`src/rtl/cdc_handshake_rx.sv`:
```
// cdc_handshake_rx
//   Receive side of a toggle-handshake clock-domain crossing. The sender flips
//   req_toggle_i after presenting a stable word. The toggle is synchronized into
//   this domain, the word is captured and offered downstream as valid/ready, and
//   ack_toggle_o flips once the consumer takes it.
//
// Ports
//   clock_i       in   destination clock, all logic on posedge
//   reset_n_i     in   synchronous active-low reset
//   req_toggle_i  in   asynchronous request toggle from the sender domain
//   data_i        in   sender word, stable from req toggle until ack toggle
//   data_o        out  captured word
//   valid_o       out  data_o holds an unaccepted word
//   ready_i       in   consumer accepts data_o when valid_o & ready_i
//   ack_toggle_o  out  toggles once per accepted word, returns to the sender
//   err_o         out  sticky flag: sender toggled again before being acked
//
// SYNC_STAGES must be in 2..4.

module cdc_handshake_rx #(
   parameter int unsigned DATA_WIDTH  = 8,
   parameter int unsigned SYNC_STAGES = 2
) (
   input  logic                  clock_i,
   input  logic                  reset_n_i,
   input  logic                  req_toggle_i,
   input  logic [DATA_WIDTH-1:0] data_i,
   output logic [DATA_WIDTH-1:0] data_o,
   output logic                  valid_o,
   input  logic                  ready_i,
   output logic                  ack_toggle_o,
   output logic                  err_o
);

   localparam logic StIdle = 1'b0;
   localparam logic StHold = 1'b1;

   logic [SYNC_STAGES-1:0] sync_q;
   logic                   req_sync;
   logic                   req_seen_q, req_seen_d;
   logic                   state_q, state_d;
   logic [DATA_WIDTH-1:0]  data_q, data_d;
   logic                   valid_q, valid_d;
   logic                   ack_q, ack_d;
   logic                   err_q, err_d;
   logic                   req_pending;

   // Only the last stage is ever looked at; req_toggle_i feeds nothing else.
   assign req_sync    = sync_q[SYNC_STAGES-1];
   assign req_pending = (req_sync != req_seen_q);

   always_comb begin
      state_d    = state_q;
      req_seen_d = req_seen_q;
      data_d     = data_q;
      valid_d    = valid_q;
      ack_d      = ack_q;
      err_d      = err_q;
      case (state_q)
         StIdle: begin
            // Capture only from idle, so accept and capture never share a cycle.
            if (req_pending) begin
               data_d     = data_i;
               valid_d    = 1'b1;
               req_seen_d = req_sync;
               state_d    = StHold;
            end
         end
         StHold: begin
            // A second toggle before ack is flagged; req_seen is left alone so the
            // new request is picked up once we are back in idle.
            if (req_pending) begin
               err_d = 1'b1;
            end
            if (valid_q && ready_i) begin
               valid_d = 1'b0;
               ack_d   = ~ack_q;
               state_d = StIdle;
            end
         end
         default: begin
            state_d = StIdle;
            valid_d = 1'b0;
         end
      endcase
   end

   always_ff @(posedge clock_i) begin
      if (!reset_n_i) begin
         sync_q     <= '0;
         req_seen_q <= 1'b0;
         state_q    <= StIdle;
         data_q     <= '0;
         valid_q    <= 1'b0;
         ack_q      <= 1'b0;
         err_q      <= 1'b0;
      end else begin
         sync_q     <= {sync_q[SYNC_STAGES-2:0], req_toggle_i};
         req_seen_q <= req_seen_d;
         state_q    <= state_d;
         data_q     <= data_d;
         valid_q    <= valid_d;
         ack_q      <= ack_d;
         err_q      <= err_d;
      end
   end

   assign data_o       = data_q;
   assign valid_o      = valid_q;
   assign ack_toggle_o = ack_q;  // straight from a flop, glitch-free for the sender
   assign err_o        = err_q;

endmodule

```
`config.mk`:
```
export PLATFORM = sky130hd
export DESIGN_NAME = cdc_handshake_rx
export DESIGN_NICKNAME = d
export VERILOG_FILES = /design/src/rtl/cdc_handshake_rx.sv
export SDC_FILE = /design/constraint.sdc
export NUM_CORES = 1
export LEC_CHECK = 0
export ABC_CLOCK_PERIOD_IN_PS = 1100
export CORE_UTILIZATION = 36
export CTS_BUF_LIST = sky130_fd_sc_hd__clkbuf_16
export CTS_CLUSTER_DIAMETER = 100
export DETAILED_ROUTE_END_ITERATION = 8
export HOLD_SLACK_MARGIN = 0.1
export PLACE_DENSITY_LB_ADDON = 0.05
export SETUP_SLACK_MARGIN = 0.3
export SLEW_MARGIN = 20
export SYNTH_ARGS = -nofsm -noshare
export SYNTH_HDL_FRONTEND = slang
export SYNTH_SLANG_ARGS = --single-unit
```
`constraint.sdc`:
```
create_clock -name clock_i -period 1.1 [get_ports clock_i]
set_input_delay 0.165 -clock clock_i [delete_from_list [all_inputs] [get_ports clock_i]]
set_output_delay 0.165 -clock clock_i [all_outputs]
set_load 0.02 [all_outputs]
```
# After elaboration in Yosys (flattened, before gate mapping)
# Cells that the tools add are included.
# totals
latchBits	0
ram_bits	0
register_bits	15
n_memories	0
mem_bits_ro	0
input_bits	12
word_cells	23
# op_classes
magnitude_cmp	0
muxes	6
n_mul	0
n_bitwise	2
n_shift	0
n_eq_ne	3
add_sub_neg	0
reduce_logical	5
n_div	0
# op_table
operator	count
$reduce_and A2 Y1	4
$mux W1	4
$pmux W1 S2	2
$ne A2 B1 Y1 const B	1
$ne A2 B2 Y1 const B	1
$not A1 Y1	2
$logic_and A1 B1 Y1	1
$ne A1 B1 Y1	1

# Longest topological paths before layout
# logic_depth
word_depth	3
depth_mapped	4

# Least setup slack after synthesis
# No wires, ideal clock.
# synth_timing
kind	register to register
from	reg req_seen_q
to	reg valid_q (netlist: valid_o)
stages_incl_launch_ff	5
path_slack_ns	0.050
t_arrival_ns	0.935
path_buffers	1
setup_time_ns	0.115
period_less_slack_ns	1.050
path_cell_list	dfxtp_1 -> xor2_1 -> and2b_1 -> buf_6 -> o21a_1
# synth_via
elab_chain_len	3
# synth_rtl
item	line	source
from (decl)	40	logic req_seen_q, req_seen_d;
from (signal assigned)	99	req_seen_q <= req_seen_d;
$ne A1 B1 Y1	50	assign req_pending = (req_sync != req_seen_q);
$ne A2 B2 Y1 (no line)	--	
$reduce_and A2 Y1 (no line)	--	
to (signal assigned)	102	valid_q <= valid_d;
to (decl)	43	logic valid_q, valid_d;
# Every way passes these cells.
# A chain may end at the register's enable or synchronous reset.

# Final worst setup path
# Same ends and word-level chain as after synthesis.

==> impl_metrics.yaml <==
drt:
  drt.antenna.violating_nets: 0
  post_drt_via_cell_ratio: 4.792
  wl_met2_um: 553
  top_layer: "met4"
  wl_met1_um: 513
  drtIter0Drc: 4
  drc: 0
  dr.pass1.iters: 3
  wl_met3_um: 100
  routed_wl_mm: 1.201
  routedWlPerCell_um: 11.33
  vias: 508
cells_and_area:
  multi_input_area_um2: 259.0
  finalNonFillerCells: 106
  fillCellCount: 96
  regArea_um2: 322.8
  fin_util_pct: 76.92
  drive_gt1_share_pct: 48.35
  antennaDiodeCount: 0
  area_growth_syn_to_layout_pct: 87.50
  layout.nets: 104
timing:
  setup_ws_ns: -0.04164
  slew_viol_final: 0
  rsz0062_at_grt: "true"
  worstMarginPinSlew_ns: 0.1635
  skew_ns: 0.001346
  final.setup.tns_ns: -0.1847
  final.period_utilization_pct: 103.8
  period_minus_slack_ns: 1.142
  setup_viol: 8
  fmax_ghz: 0.8759
  relSlewSlack_pct: 88.79
  holdWs_ns: 0.3681
  hold_viol_final: 0
synth:
  netlist_instances: 56
  syn_nets: 68
  synth_warnings: 0
  yosysUniqueCellTypes: 15
  netlist_area_um2: 560.5
  yosysSeqAreaShare_pct: 53.57
  synth-seq-cells: 15
  syn_avg_cell_area_um2: 10.01
clock_network:
  clk_latency_ns: 0.24
  cts_tree: "built"
  htreeDepth: 1
  cts_root_buffer: "clkbuf_16"
  ctsLongestPathBuffers: 2
  clk_pin_slew_ns: 0.05
  cts_sinks: 15
  numCtsBuffers: 3
  cts-hold-fix-buffers: 0
setup_path:
  crit_path_max_fanout: 5
  crit_type: "reg -> reg"
  cp-start-kind: "flip-flop"
  critPathArrivalTime_ns: 1.28
  endpoint_kind: "flip-flop"
  worst_ep_required_time_ns: 1.24
flow_run:
  drv_cap: 0
global_routing:
  grt_overflow_total: 0
  grt_antenna_before_repair: 0
  grt_max_degree: 18
  grt_usage_pct: 15.64
  grt_pass1_wl_mm: 2.028
  grt_pass1_vias: 495
floorplanning:
  die_h_um: 41.46
  die_area_mm2: 0.001719
  num_rows: 13
  die_w_um: 41.46
  pin_count: 23
  start_util_pct: 41.03
  core_area_mm2: 0.001366
place:
  place_congestion: 0.6756
  port_buffers: 22
  dpl.cell_count: 95
  dp_hpwl_um: 707.8
  pre_cts_ws_ns: -0.03356
run_status:
  violations: "negative setup slack"
  status: "finished with violations"
pwr:
  power.leakage_nw: 0.4680
  vdd_drop_max_mv: 1.083
  p_per_area_mw_per_mm2: 1451
worst_hold_path:
  hold_class: "in -> reg"
-- synth_stat cells --
library cell	number	share of area, %
nand3_1	1	0.89
and2b_1	1	1.3
dfxtp_1	15	54
buf_6	1	2.0
clkbuf_1	2	1.3
a21oi_1	1	0.89
o21a_1	1	1.3
xnor2_1	1	1.6
nand2_1	16	11
xor2_1	1	1.6
nor2b_1	2	2.2
mux2i_1	9	16
o211a_1	1	1.8
and2_1	3	3.3
a21boi_0	1	1.3
-- layer usage --
layer | track usage (%) | vias up
li1 | - | 254
met1 | 16.98 | 228
met2 | 24.69 | 21
met3 | 5.652 | 5
met4 | 11.61 | 0
met5 | 0 | -
-- through the flow --
stage          area [um^2]  power (mW)
6_report              1051       1.525
5_1_grt               1051       1.583
4_1_cts              991.0       1.513
3_5_place_dp         855.8      0.7997
3_3_place_gp         855.8      0.7974
2_1_floorplan        573.1      0.6887
-- critical path, cell delays in order (launching register included) --
cell and delay [ns]:
dfxtp_2 0.33, xor2_2 0.18, and2b_2 0.24, buf_12 0.14, o21a_1 0.15
-- final cells by class --
class                           instances  share of cell area [%]
Clock buffer                            3                   7.143
Clock inverter                          1                  0.3571
Multi-Input combinational cell         38                   24.64
Sequential cell                        15                   30.71
Tap cell                               15                   1.786
Timing Repair Buffer                   34                   35.36
-- power breakdown --
| part | leakage [nW] | internal (mW) | total [mW] | switching, mW |
|---|---|---|---|---|
| Clock | 0.0423 | 0.480 | 0.690 | 0.210 |
| Combinational | 0.296 | 0.148 | 0.234 | 0.0854 |
| Sequential | 0.129 | 0.576 | 0.600 | 0.0240 |
-- cells by family (layout without fill, tap and decap cells) --
family          Yosys count  in the layout  share of synthesized area [%]
simple gates             23             23                          18.53
compound gates            4              4                          5.357
xor+xnor                  2              2                          3.126
flops                    15             15                          53.57
buf+inv                   3             38                          3.349
mux                       9              9                          16.07
-- what timing repair did --
item                       CTS  global route
cloned                       0             1
setup buffers                3             3
resized for setup           79             4
pin swaps                    2             0
hold endpoints to repair     0             0
setup endpoints to repair   23            26
-- placed cells by master (no fill, tap or decap) --
cell	instances
dlymetal6s2s_1	1
a21boi_0	1
dfxtp_1	1
dfxtp_2	12
clkbuf_16	4
dlygate4sd2_1	1
o211a_1	1
nor2b_1	2
buf_4	8
xnor2_1	1
clkdlybuf4s50_1	9
buf_6	12
and2b_2	1
inv_1	1
mux2i_1	9
and2_1	3
buf_12	2
xor2_2	1
dfxtp_4	2
nand3_2	1
a21oi_2	1
o21a_1	1
nand2_1	16
-- state kept, by name, summed over array words and instances, names as in the netlist --
name          flops
ack_toggle_o      1
data_o            8
err_o             1
req_seen_q        1
state_q           1
sync_q            2
valid_o           1
-- final timing paths --
path / startpoint / to / slack [ns] / depth (start not counted)
max reg2reg: req_seen_q$_SDFFE_PN0P_ / valid_o$_SDFFE_PN0P_ / -0.04 / 4
max: req_seen_q$_SDFFE_PN0P_ / valid_o$_SDFFE_PN0P_ / -0.04 / 4
min reg2reg: sync_q[0]$_SDFF_PN0_ / sync_q[1]$_SDFF_PN0_ / 0.43 / 1
min: reset_n_i / valid_o$_SDFFE_PN0P_ / 0.37 / 3
Power figures use the tool's default switching activity.
